--- src/rtl/zero_frame_stats_if.sv ---
// Handshake and result bus for zero_frame_stats.
// master: upstream word source plus result consumer (drives words, takes results).
// slave : the statistics block itself.
interface zero_frame_stats_if #(
  parameter int SUM_W = 8
);
  logic             in_valid;
  logic             in_ready;
  logic [3:0]       count0;
  logic             in_last;
  logic             out_valid;
  logic             out_ready;
  logic [SUM_W-1:0] frame_zeros;
  logic [7:0]       zero_words;
  logic [3:0]       max_zeros;
  logic             err;

  modport master (
    output in_valid, count0, in_last, out_ready,
    input  in_ready, out_valid, frame_zeros, zero_words, max_zeros, err
  );

  modport slave (
    input  in_valid, count0, in_last, out_ready,
    output in_ready, out_valid, frame_zeros, zero_words, max_zeros, err
  );
endinterface

--- src/rtl/zero_frame_stats.sv ---
// zero_frame_stats: per-frame statistics over upstream per-word zero counts.
// A frame ends after FRAME_LEN accepted words or on an accepted in_last.
// Results appear one cycle after the final accept and are held until taken.
// Optional feature macro: ZERO_FRAME_STATS_MAX_EN enables max_zeros tracking;
// without it max_zeros reads 0 and no register is built for it.
module zero_frame_stats #(
  parameter int FRAME_LEN = 16,   // words per frame, 1..255
  parameter int SUM_W     = 8     // frame_zeros width, >= 4
)(
  input  logic               clk,
  input  logic               rst_n,
  zero_frame_stats_if.slave  bus
);

  typedef enum logic [1:0] {IDLE, ACCUM, HOLD} state_t;

  state_t           r_state;
  logic [7:0]       r_cnt;      // words accepted in the current frame
  logic [SUM_W-1:0] r_sum;      // running saturating zero sum
  logic [7:0]       r_zw;       // running count of all-zero words
  logic [SUM_W-1:0] r_fz;       // registered results
  logic [7:0]       r_zwo;
  logic             r_vld;
  logic             r_err;

  logic             w_in_ready;
  logic             w_accept;
  logic             w_first;
  logic [3:0]       w_c8;
  logic [SUM_W:0]   w_sum_ext;
  logic [SUM_W-1:0] w_sum_nxt;
  logic [7:0]       w_zw_nxt;
  logic [7:0]       w_cnt_nxt;
  logic             w_end;

`ifdef ZERO_FRAME_STATS_MAX_EN
  logic [3:0]       r_max;
  logic [3:0]       r_mx;
  logic [3:0]       w_max_base;
  logic [3:0]       w_max_nxt;
`endif

  // The block is only blocked while a result waits for the consumer, which
  // also guarantees no word is taken in the handoff cycle.
  assign w_in_ready = (r_state != HOLD);
  assign w_accept   = bus.in_valid && w_in_ready;
  assign w_first    = (r_state == IDLE);

  // Next-value datapath: an illegal count (>8) is clamped to 8 everywhere.
  // In IDLE the accumulators are taken as zero so the first word loads.
  always_comb begin
    w_c8      = (bus.count0 > 4'd8) ? 4'd8 : bus.count0;
    w_sum_ext = {1'b0, (w_first ? {SUM_W{1'b0}} : r_sum)} + (SUM_W+1)'(w_c8);
    w_sum_nxt = w_sum_ext[SUM_W] ? {SUM_W{1'b1}} : w_sum_ext[SUM_W-1:0];
    w_zw_nxt  = (w_first ? 8'd0 : r_zw) + {7'd0, (w_c8 == 4'd8)};
    w_cnt_nxt = (w_first ? 8'd0 : r_cnt) + 8'd1;
    w_end     = bus.in_last || (w_cnt_nxt == 8'(FRAME_LEN));
  end

`ifdef ZERO_FRAME_STATS_MAX_EN
  // Running maximum of clamped counts.
  always_comb begin
    w_max_base = w_first ? 4'd0 : r_max;
    w_max_nxt  = (w_c8 > w_max_base) ? w_c8 : w_max_base;
  end
`endif

  // Frame FSM with accumulators and registered result outputs.
  always_ff @(posedge clk or negedge rst_n) begin
    if (!rst_n) begin
      r_state <= IDLE;
      r_cnt   <= 8'd0;
      r_sum   <= '0;
      r_zw    <= 8'd0;
      r_fz    <= '0;
      r_zwo   <= 8'd0;
      r_vld   <= 1'b0;
      r_err   <= 1'b0;
`ifdef ZERO_FRAME_STATS_MAX_EN
      r_max   <= 4'd0;
      r_mx    <= 4'd0;
`endif
    end else begin
      // Sticky: only reset clears it.
      if (w_accept && (bus.count0 > 4'd8)) r_err <= 1'b1;

      case (r_state)
        IDLE, ACCUM: begin
          if (w_accept) begin
            r_sum <= w_sum_nxt;
            r_zw  <= w_zw_nxt;
            r_cnt <= w_cnt_nxt;
`ifdef ZERO_FRAME_STATS_MAX_EN
            r_max <= w_max_nxt;
`endif
            if (w_end) begin
              r_fz    <= w_sum_nxt;
              r_zwo   <= w_zw_nxt;
`ifdef ZERO_FRAME_STATS_MAX_EN
              r_mx    <= w_max_nxt;
`endif
              r_vld   <= 1'b1;
              r_state <= HOLD;
            end else begin
              r_state <= ACCUM;
            end
          end
        end
        HOLD: begin
          // Result outputs keep their value; only valid drops on handoff.
          if (bus.out_ready) begin
            r_vld   <= 1'b0;
            r_cnt   <= 8'd0;
            r_sum   <= '0;
            r_zw    <= 8'd0;
`ifdef ZERO_FRAME_STATS_MAX_EN
            r_max   <= 4'd0;
`endif
            r_state <= IDLE;
          end
        end
        default: r_state <= IDLE;
      endcase
    end
  end

  assign bus.in_ready    = w_in_ready;
  assign bus.out_valid   = r_vld;
  assign bus.frame_zeros = r_fz;
  assign bus.zero_words  = r_zwo;
  assign bus.err         = r_err;
`ifdef ZERO_FRAME_STATS_MAX_EN
  assign bus.max_zeros   = r_mx;
`else
  assign bus.max_zeros   = 4'd0;
`endif

endmodule

--- src/flat_wrapper.sv ---
// flat-port wrapper written by rule: the top's interface ports become plain ports
module zero_frame_stats_flat 
#(
  parameter int FRAME_LEN = 16,                             
  parameter int SUM_W     = 8                               
)
  (clk, rst_n, bus_in_valid, bus_count0, bus_in_last, bus_out_ready, bus_in_ready, bus_out_valid, bus_frame_zeros, bus_zero_words, bus_max_zeros, bus_err);
  zero_frame_stats_if #(.SUM_W(SUM_W)) bus_i ();
  input  logic clk;
  input  logic rst_n;
  input wire logic [$bits(bus_i.in_valid)-1:0] bus_in_valid;
  input wire logic [$bits(bus_i.count0)-1:0] bus_count0;
  input wire logic [$bits(bus_i.in_last)-1:0] bus_in_last;
  input wire logic [$bits(bus_i.out_ready)-1:0] bus_out_ready;
  output wire logic [$bits(bus_i.in_ready)-1:0] bus_in_ready;
  output wire logic [$bits(bus_i.out_valid)-1:0] bus_out_valid;
  output wire logic [$bits(bus_i.frame_zeros)-1:0] bus_frame_zeros;
  output wire logic [$bits(bus_i.zero_words)-1:0] bus_zero_words;
  output wire logic [$bits(bus_i.max_zeros)-1:0] bus_max_zeros;
  output wire logic [$bits(bus_i.err)-1:0] bus_err;
  assign bus_i.in_valid = bus_in_valid;
  assign bus_i.count0 = bus_count0;
  assign bus_i.in_last = bus_in_last;
  assign bus_i.out_ready = bus_out_ready;
  assign bus_in_ready = bus_i.in_ready;
  assign bus_out_valid = bus_i.out_valid;
  assign bus_frame_zeros = bus_i.frame_zeros;
  assign bus_zero_words = bus_i.zero_words;
  assign bus_max_zeros = bus_i.max_zeros;
  assign bus_err = bus_i.err;
  zero_frame_stats #(.FRAME_LEN(FRAME_LEN), .SUM_W(SUM_W)) u_core (.clk(clk), .rst_n(rst_n), .bus(bus_i));
endmodule
--- config.mk ---
export PLATFORM = sky130hd
export DESIGN_NAME = zero_frame_stats_flat
export DESIGN_NICKNAME = d
export VERILOG_FILES = /design/src/rtl/zero_frame_stats_if.sv /design/src/rtl/zero_frame_stats.sv /design/src/flat_wrapper.sv
export SDC_FILE = /design/constraint.sdc
export NUM_CORES = 1
export LEC_CHECK = 0
export ABC_AREA = 1
export BUFFER_PORTS_ARGS = -buffer_cell sky130_fd_sc_hd__buf_4
export CORE_MARGIN = 2
export CORE_UTILIZATION = 25
export CTS_BUF_LIST = sky130_fd_sc_hd__clkbuf_4
export CTS_CLUSTER_SIZE = 16
export DETAILED_ROUTE_END_ITERATION = 8
export GPL_TIMING_DRIVEN = 0
export PLACE_DENSITY = 0.46
export RECOVER_POWER = 100
export SLEW_MARGIN = 20
export SYNTH_ARGS = -nofsm -noshare
export SYNTH_HDL_FRONTEND = slang
export SYNTH_SLANG_ARGS = --single-unit
--- constraint.sdc ---
create_clock -name clk -period 2.53 [get_ports clk]
set_input_delay 0.506 -clock clk [delete_from_list [all_inputs] [get_ports clk]]
set_output_delay 0.506 -clock clk [all_outputs]
set_load 0.05 [all_outputs]
Word-level counts from Yosys, hierarchy flattened
Index checks and enable logic that the tools add are counted.
{"block": "word_totals", "ff_bits": 44, "in_bits": 9, "output_inout_bits": 23, "elab_cells": 50}
{"block": "op_classes", "n_addsub": 3, "order_cmp": 1, "eq_ne": 8, "muxes": 20, "n_reduce_logical": 10}
{"operator": "2-to-1 mux 8 bit", "count": 8}
{"operator": "case mux 8 bit (2 select lines)", "count": 3}
{"operator": "adder 8 x 4 -> 9 bit", "count": 1}
{"operator": "adder 8 x 1 -> 8 bit", "count": 1}
{"operator": "adder 8 x 1 -> 8 bit, second input constant", "count": 1}
{"operator": "equality test 8 x 5 -> 1 bit, second input constant", "count": 1}
{"operator": "2-to-1 mux 2 bit", "count": 3}
{"operator": "AND reduction 3 bit", "count": 2}
{"operator": "equality test 4 bit, second input constant", "count": 1}
{"operator": "> comparator 4 bit, second input constant", "count": 1}
{"operator": "2-to-1 mux 4 bit", "count": 1}
{"operator": "inequality test 2 x 1 -> 1 bit, second input constant", "count": 2}
{"operator": "inequality test 2 bit, second input constant", "count": 2}
{"operator": "case mux 2 bit (2 select lines)", "count": 1}
{"operator": "AND reduction 4 bit", "count": 1}
{"operator": "2-to-1 mux 1 bit", "count": 3}
{"operator": "equality test 2 x 1 -> 1 bit, second input constant", "count": 1}
{"operator": "equality test 2 bit, second input constant", "count": 1}
{"operator": "logical AND 1 bit", "count": 2}
{"operator": "logical NOT 2 bit", "count": 1}
{"operator": "case mux 1 bit (2 select lines)", "count": 1}
{"operator": "AND reduction 2 bit", "count": 1}
{"operator": "nonzero test 2 bit", "count": 1}
{"operator": "OR reduction 2 bit", "count": 1}
{"operator": "logical OR 1 bit", "count": 1}

Depth between registers and ports, before layout
Gate-level depths: netlist (run 1).
{"block": "depth", "depth_word": 8, "depth_mapped": 15, "mapped_depth_nobuf": 13}

Worst setup path after synthesis (run 1)
Ideal clock, no wire load.
{"block": "synth_timing", "kind": "reg-to-reg", "from": "register u_core.r_state[1]", "to": "register u_core.r_sum[5]", "setup_ns": 0.135, "arrival_time_ns": 2.332, "required_time_ns": 2.395, "path_slack_ns": 0.063, "path_stages_with_launch": 12, "n_path_buf": 1, "synth_period_minus_slack_ns": 2.467, "cell_sequence": "dfrtp_1 nor2_2 clkbuf_1 nor2_1 ha_1 fa_1 a21oi_1 o21ai_0 nand2_1 nor3_2 nor3_1 o21ai_0"}
{"block": "synth_via", "elab_chain_len": 6, "word_cells_on_any_way": 15, "cone_classes": "add/sub: 1; eq/ne: 5; mux: 4; reduce/logical: 5"}
{"item": "from (decl)", "line": "zero_frame_stats.sv:17", "rtl": "state_t r_state;"}
{"item": "from (signal assigned)", "line": "zero_frame_stats.sv:71", "rtl": "r_state <= IDLE;"}
{"item": "from (signal assigned)", "line": "zero_frame_stats.sv:103", "rtl": "r_state <= HOLD;"}
{"item": "from (signal assigned)", "line": "zero_frame_stats.sv:105", "rtl": "r_state <= ACCUM;"}
{"item": "logical NOT 2 bit", "line": "zero_frame_stats.sv:47, zero_frame_stats.sv:87"}
{"item": "2-to-1 mux 8 bit", "line": "zero_frame_stats.sv:53", "rtl": "w_sum_ext = {1'b0, (w_first ? {SUM_W{1'b0}} : r_sum)} + (SUM_W+1)'(w_c8);"}
{"item": "adder 8 x 4 -> 9 bit", "line": "zero_frame_stats.sv:53"}
{"item": "2-to-1 mux 8 bit", "line": "zero_frame_stats.sv:54", "rtl": "w_sum_nxt = w_sum_ext[SUM_W] ? {SUM_W{1'b1}} : w_sum_ext[SUM_W-1:0];"}
{"item": "2-to-1 mux 8 bit", "line": "zero_frame_stats.sv:89", "rtl": "if (w_accept) begin"}
{"item": "case mux 8 bit (2 select lines)", "line": "zero_frame_stats.sv:87", "rtl": "case (r_state)"}
{"item": "to (signal assigned)", "line": "zero_frame_stats.sv:90", "rtl": "r_sum <= w_sum_nxt;"}
{"item": "to (decl)", "line": "zero_frame_stats.sv:19", "rtl": "logic [SUM_W-1:0] r_sum;"}
Several ways; a longest one is shown, not always the timed one. The select of a mux whose other input is x is not followed.
A chain may end at the register's enable or synchronous reset.

Worst setup path in the final report (run 1)
{"block": "layout_timing", "from": "register u_core.r_state[1]", "to": "register u_core.r_sum[7]"}
The elaborated chain is that of the path after synthesis.

==> results of run 1 <==
-- logic make-up (layout without fill, tap and decap cells) --
kind of cell,after synthesis,after routing,synth area share
DFF,44,44,0.449
buffers and inverters,55,95,0.102
AOI/OAI and AO/OA,52,52,0.140
xor gates and xnor gates,9,9,0.0321
other,1,4,0.00153
adders and majority gates,8,8,0.0439
and+or+nand+nor,120,120,0.232
-- power by group --
group	total (mW)	internal (mW)	switching, mW
Combinational	0.625	0.177	0.448
Sequential	0.845	0.796	0.0492
Clock	0.448	0.202	0.245
Total	1.92	1.17	0.743
-- sequential cells by signal, indices dropped and copies added (netlist names) --
name	count
u_core.bus.zero_words	8
u_core.r_state	2
u_core.r_cnt	8
u_core.bus.frame_zeros	8
u_core.r_sum	8
u_core.bus.err	1
u_core.bus.out_valid	1
u_core.r_zw	8
-- what timing repair did --
action                     CTS  global route
pin swaps                    2             1
hold buffers                 0             0
setup endpoints to repair   29            15
gates resized for setup      7             3
setup buffers                4             1
-- worst max path at each step --
stage | from | endpoint | slack (ns) | cells past startpoint
after floorplan | u_core.r_state[1]$_DFFE_PN0P_ | u_core.r_sum[5]$_DFFE_PN0P_ | 0.06 | 11
after global routing | u_core.r_state[0]$_DFFE_PN0P_ | u_core.bus.frame_zeros[7]$_DFFE_PN0P_ | 0.02 | 14
final | u_core.r_state[1]$_DFFE_PN0P_ | u_core.r_sum[7]$_DFFE_PN0P_ | 0.17 | 13
after CTS | u_core.r_state[0]$_DFFE_PN0P_ | u_core.r_sum[7]$_DFFE_PN0P_ | 0.03 | 13
after detailed placement | u_core.r_state[1]$_DFFE_PN0P_ | u_core.r_sum[5]$_DFFE_PN0P_ | -0.64 | 11
after global placement | u_core.r_state[1]$_DFFE_PN0P_ | u_core.r_sum[5]$_DFFE_PN0P_ | -0.60 | 11
-- synth_stat cells (all sizes together) --
cell     n  area share
clkbuf   6      0.0092
clkinv   1      0.0015
nor2    33       0.056
dfrtp   44        0.45
o31ai    1      0.0031
conb     1      0.0015
nand3b   1      0.0031
o22ai   13       0.033
inv     40       0.061
xnor2    4       0.014
nand3   20       0.043
o21bai   1      0.0031
a41o     1      0.0041
ha       7       0.036
xor2     5       0.018
buf      8       0.031
nor3     4       0.010
nand2   58        0.11
a21oi    6       0.012
fa       1      0.0082
o21ai   30       0.084
nand4    3       0.010
and3     1      0.0026
-- worst max-delay path: stages, from the launching register on --
cell and delay (ns):
dfrtp_1 0.43, nor2_4 0.16, buf_8 0.15, nor2_1 0.05, ha_1 0.21, fa_2 0.37, a21oi_1 0.18, o21ai_1 0.12
nand2_2 0.13, nor3_4 0.07, a21oi_1 0.10, o21ai_0 0.12, nand2_1 0.08, o21ai_0 0.07
-- metrics by stage --
stage / cell area [sq um] / util
floorplan: 2460 / -
global placement: 2830 / 0.294
detailed placement: 2830 / 0.294
CTS: 2970 / 0.308
global route: 2870 / 0.298
finish: 2870 / 0.298
-- layout make-up --
type	count	area, sq um	share of cell area
buffer	14	101	0.0353
tap	133	166	0.0579
inverter	41	154	0.0535
sequential	44	1100	0.383
clock inverter	3	37.5	0.0131
clock buffer	5	37.5	0.0131
timing repair buffer	32	159	0.0553
multi-input combinational	193	1120	0.389
-- metal layers --
layer	GRT usage	wire [um]	up-vias
li1	-	-	1012
met5	0	0	-
met2	0.216	2950	31
met1	0.157	2850	969
met3	0.0217	174	4
met4	0.0405	72	0
==> impl_metrics.py, run 1 <==
metrics = {
    "global_route": {
        "grt_overflow": 0,
        "grt_start_max_net_pins": 45,
        "grt_pass1_vias": 2049,
        "antenna_found_initial": 0,
        "track_usage": 0.125,
        "grt_pass1_wl_mm": 10.1,
    },
    "die": {
        "die_area_sq_um": 10600,
        "row_count": 36,
        "ioPinCount": 32,
        "core_sq_um": 9640,
        "fp.dieW_um": 103,
        "initial_utilization": 0.255,
        "die_h_um": 103,
    },
    "routing": {
        "num_vias": 2016,
        "viasPerCell": 4.34,
        "postRouteAntennaNets": 0,
        "drtPass1Iterations": 4,
        "drc": 0,
        "drtIter0Drc": 73,
        "wirelength_mm": 6.05,
        "avgRoutedWirePerCell_um": 13.0,
    },
    "sta": {
        "timing.final.crit_share": 0.932,
        "fin_ws_ns": 0.173,
        "clock_skew_ns": 0.0228,
        "setup-tns-final_ns": 0,
        "worst_slew_pin_slew_ns": 1.18,
        "hold_slack_ns": 0.332,
        "period_needed_ns": 2.36,
        "finalMaxSlewViolations": 0,
        "hold_viol": 0,
        "setup_viol": 0,
        "slew_headroom": 0.214,
        "clock.fmax_ghz": 0.424,
        "rsz0062_at_grt": "no",
    },
    "placement": {
        "hpwl_mm": 4.26,
        "dp.cells": 452,
        "place_ws_ns": -0.643,
        "io_buffer_count": 27,
        "globalplace.congestion": 0.776,
    },
    "cts": {
        "numCtsBuffers": 5,
        "cts_htree_levels": 2,
        "clk_latency_ns": 0.37,
        "cts_tree": "yes",
        "root_buffer": "clkbuf_4",
        "clk_pin_slew_ns": 0.13,
        "clkSinkCount": 44,
        "clockBufferDepth": 2,
    },
    "worst_setup_path": {
        "endpoint_kind": "register",
        "reg2reg_depth": 13,
        "reg2reg_slack_ns": 0.17,
        "path_max_fanout": 10,
        "path_class": "register to register",
        "r2r_end": "u_core.r_sum[7]$_DFFE_PN0P_",
        "required_ns": 2.77,
        "arrival_ns": 2.60,
        "reg2reg_from": "u_core.r_state[1]$_DFFE_PN0P_",
        "start_kind": "register",
    },
    "hold_path": {
        "whs_path_depth": 2,
        "hold_path_end": "u_core.r_state[0]$_DFFE_PN0P_",
        "worstHoldPathType": "input pin to register",
        "hp-start": "bus_in_valid",
    },
    "logic_synthesis": {
        "syn_area_per_cell_sq_um": 8.49,
        "synth_cells": 289,
        "synth_cell_types": 32,
        "ys_warn_count": 0,
        "yosysSeqAreaShare": 0.449,
        "syn-cell-area_sq_um": 2450,
        "yosys_register_bits": 44,
    },
    "power": {
        "power_mw": 1.92,
        "worst_ir_drop_vdd_uv": 248,
        "leakage_nw": 1.33,
        "p_per_area_nw_per_um2": 667,
    },
    "cells_and_area": {
        "n_antenna_cell": 0,
        "layout-drive-gt1-share": 0.196,
        "final_nets": 348,
        "final_common_cell": "nand2_1",
        "fin_cells": 465,
        "nFillCells": 1094,
        "area_growth_pct": 17.1,
        "final_cell_mix": "nand2_1, dfrtp_1, inv_1",
    },
    "run_status": {
        "status": "finished clean",
    },
    "flow_run": {
        "drv_cap": 0,
    },
}
Power figures use the tool's default switching activity.
==> inputs of run 2 (changes only) <==
--- a/config.mk
+++ b/config.mk
@@ -17,2 +17,3 @@
 export RECOVER_POWER = 100
+export SKIP_CTS_REPAIR_TIMING = 1
 export SLEW_MARGIN = 20
==> constraint.sdc (replaced) <==
create_clock -name clk -period 2.53 [get_ports clk]
set_input_delay 0.3795 -clock clk [delete_from_list [all_inputs] [get_ports clk]]
set_output_delay 0.3795 -clock clk [all_outputs]
set_load 0.05 [all_outputs]
==> run 2 against run 1 <==
Effect of this change: register-to-register slack worse by 0.02 ns; final area up 1.3%; critical path type unchanged; hold slack worse by 0.13 ns; sequential power barely moved; sequential cell count is the same; largest cell class unchanged; global-route usage decreased by 0.19 points; routed wire length rose by 0.23%; worst setup slack got worse by 0.017 ns; clock skew is essentially flat; non-clock buffer count increased by 4; highest routed layer unchanged.
==> impl_metrics.py, run 2 (synthesis results as in run 1) <==
metrics = {
    "die": {
        "fp.dieW_um": 103,
        "die_h_um": 103,
        "die_area_sq_um": 10600,
        "ioPinCount": 32,
        "core_sq_um": 9640,
        "row_count": 36,
        "initial_utilization": 0.255,
    },
    "run_status": {
        "status": "finished clean",
    },
    "cells_and_area": {
        "fin_cells": 469,
        "final_cell_mix": "nand2_1, dfrtp_1, inv_1",
        "area_growth_pct": 18.6,
        "final_util": 0.302,
        "final_nets": 352,
        "nFillCells": 1092,
        "n_antenna_cell": 0,
        "fin_area_sq_um": 2910,
        "layout-drive-gt1-share": 0.214,
        "final_common_cell": "nand2_1",
    },
    "worst_setup_path": {
        "endpoint_kind": "register",
        "path_max_fanout": 9,
        "arrival_ns": 2.62,
        "required_ns": 2.77,
        "start_kind": "register",
        "path_class": "register to register",
    },
    "cts": {
        "numCtsBuffers": 5,
        "clk_pin_slew_ns": 0.13,
        "cts_tree": "yes",
        "clkSinkCount": 44,
        "clk_latency_ns": 0.38,
        "root_buffer": "clkbuf_4",
        "clockBufferDepth": 2,
        "cts_htree_levels": 2,
    },
    "power": {
        "leakage_nw": 1.35,
        "p_per_area_nw_per_um2": 666,
        "worst_ir_drop_vdd_uv": 248,
    },
    "sta": {
        "worst_slew_pin_slew_ns": 1.17,
        "period_needed_ns": 2.37,
        "finalMaxSlewViolations": 0,
        "slew_headroom": 0.219,
        "hold_slack_ns": 0.201,
        "clock_skew_ns": 0.0225,
        "rsz0062_at_grt": "no",
        "clock.fmax_ghz": 0.421,
        "fin_ws_ns": 0.156,
        "setup_viol": 0,
        "hold_viol": 0,
        "timing.final.crit_share": 0.938,
    },
    "routing": {
        "wirelength_mm": 6.06,
        "postRouteAntennaNets": 0,
        "num_vias": 2034,
        "drtPass1Iterations": 4,
        "viasPerCell": 4.34,
        "drtIter0Drc": 70,
        "avgRoutedWirePerCell_um": 12.9,
        "drc": 0,
    },
    "placement": {
        "postPlaceCellArea_sq_um": 2830,
        "dp.cells": 452,
        "globalplace.congestion": 0.776,
        "hpwl_mm": 4.26,
        "io_buffer_count": 27,
        "place_ws_ns": -0.643,
    },
    "global_route": {
        "antenna_found_initial": 0,
        "grt_pass1_vias": 2026,
        "grt_pass1_wl_mm": 9.98,
        "grt_overflow": 0,
        "grt_start_max_net_pins": 45,
        "track_usage": 0.123,
    },
    "hold_path": {
        "worstHoldPathType": "input pin to register",
    },
    "flow_run": {
        "drv_cap": 0,
    },
}
run 2: cell count changes in the layout (fill, tap and decap cells not counted), sizes merged:
cell and delta:
buf +4
run 2: worst max-delay path, stage by stage, from the launching register on:
cell and delay, ns:
dfrtp_2 0.46, nor2_4 0.16, buf_6 0.16, nor2_1 0.05, ha_1 0.21, fa_2 0.37
a21oi_1 0.21, o21ai_2 0.10, nand2_2 0.11, nor3_4 0.07, a21oi_1 0.10, o21ai_0 0.12
nand2_1 0.08, o21ai_0 0.07
run 2: layout make-up:
| class | instances | area (sq um) | area share |
|---|---|---|---|
| Multi-Input combinational cell | 193 | 1120 | 0.384 |
| Clock inverter | 3 | 37.5 | 0.0129 |
| Clock buffer | 5 | 37.5 | 0.0129 |
| Inverter | 41 | 154 | 0.0529 |
| Timing Repair Buffer | 36 | 193 | 0.0662 |
| Buffer | 14 | 101 | 0.0348 |
| Sequential cell | 44 | 1100 | 0.379 |
| Tap cell | 133 | 166 | 0.0572 |
run 2: stage by stage:
stage          power (mW)  setup TNS (ns)
6_report             1.94               0
5_1_grt              2.06               0
3_3_place_gp         1.51          -11.58
4_1_cts              1.98          -12.77
2_1_floorplan        1.33               0
3_5_place_dp         1.52          -12.13
run 2: path summary, 6_finish.rpt:
path / start / to / slack (ns) / cells after the start
worst max-delay path: u_core.r_state[0]$_DFFE_PN0P_ / u_core.r_sum[7]$_DFFE_PN0P_ / 0.16 / 13
min in group asynchronous: rst_n / u_core.bus.zero_words[5]$_DFFE_PN0P_ / 0.22 / 1
worst min register to register: u_core.bus.out_valid$_DFFE_PN0P_ / u_core.bus.out_valid$_DFFE_PN0P_ / 0.49 / 2
worst max register to register: u_core.r_state[0]$_DFFE_PN0P_ / u_core.r_sum[7]$_DFFE_PN0P_ / 0.16 / 13
worst min-delay path: bus_in_valid / u_core.r_state[0]$_DFFE_PN0P_ / 0.20 / 2
max in group asynchronous: rst_n / u_core.r_state[0]$_DFFE_PN0P_ / 1.52 / 1
run 2: layer usage:
metal,GRT usage,part of all wire,wire (um),vias to the layer above
met5,0,0,0,-
met4,0.0395,0.014,83,0
met3,0.0217,0.027,161,7
met2,0.210,0.49,2970,24
met1,0.158,0.47,2840,985
li1,-,-,-,1018
run 2: report_power, final:
group / leakage, nW / internal [mW] / switching [mW] / total (mW)
clock: 0.0403 / 0.202 / 0.249 / 0.452
combinational: 0.727 / 0.190 / 0.450 / 0.641
sequential: 0.585 / 0.796 / 0.0511 / 0.847
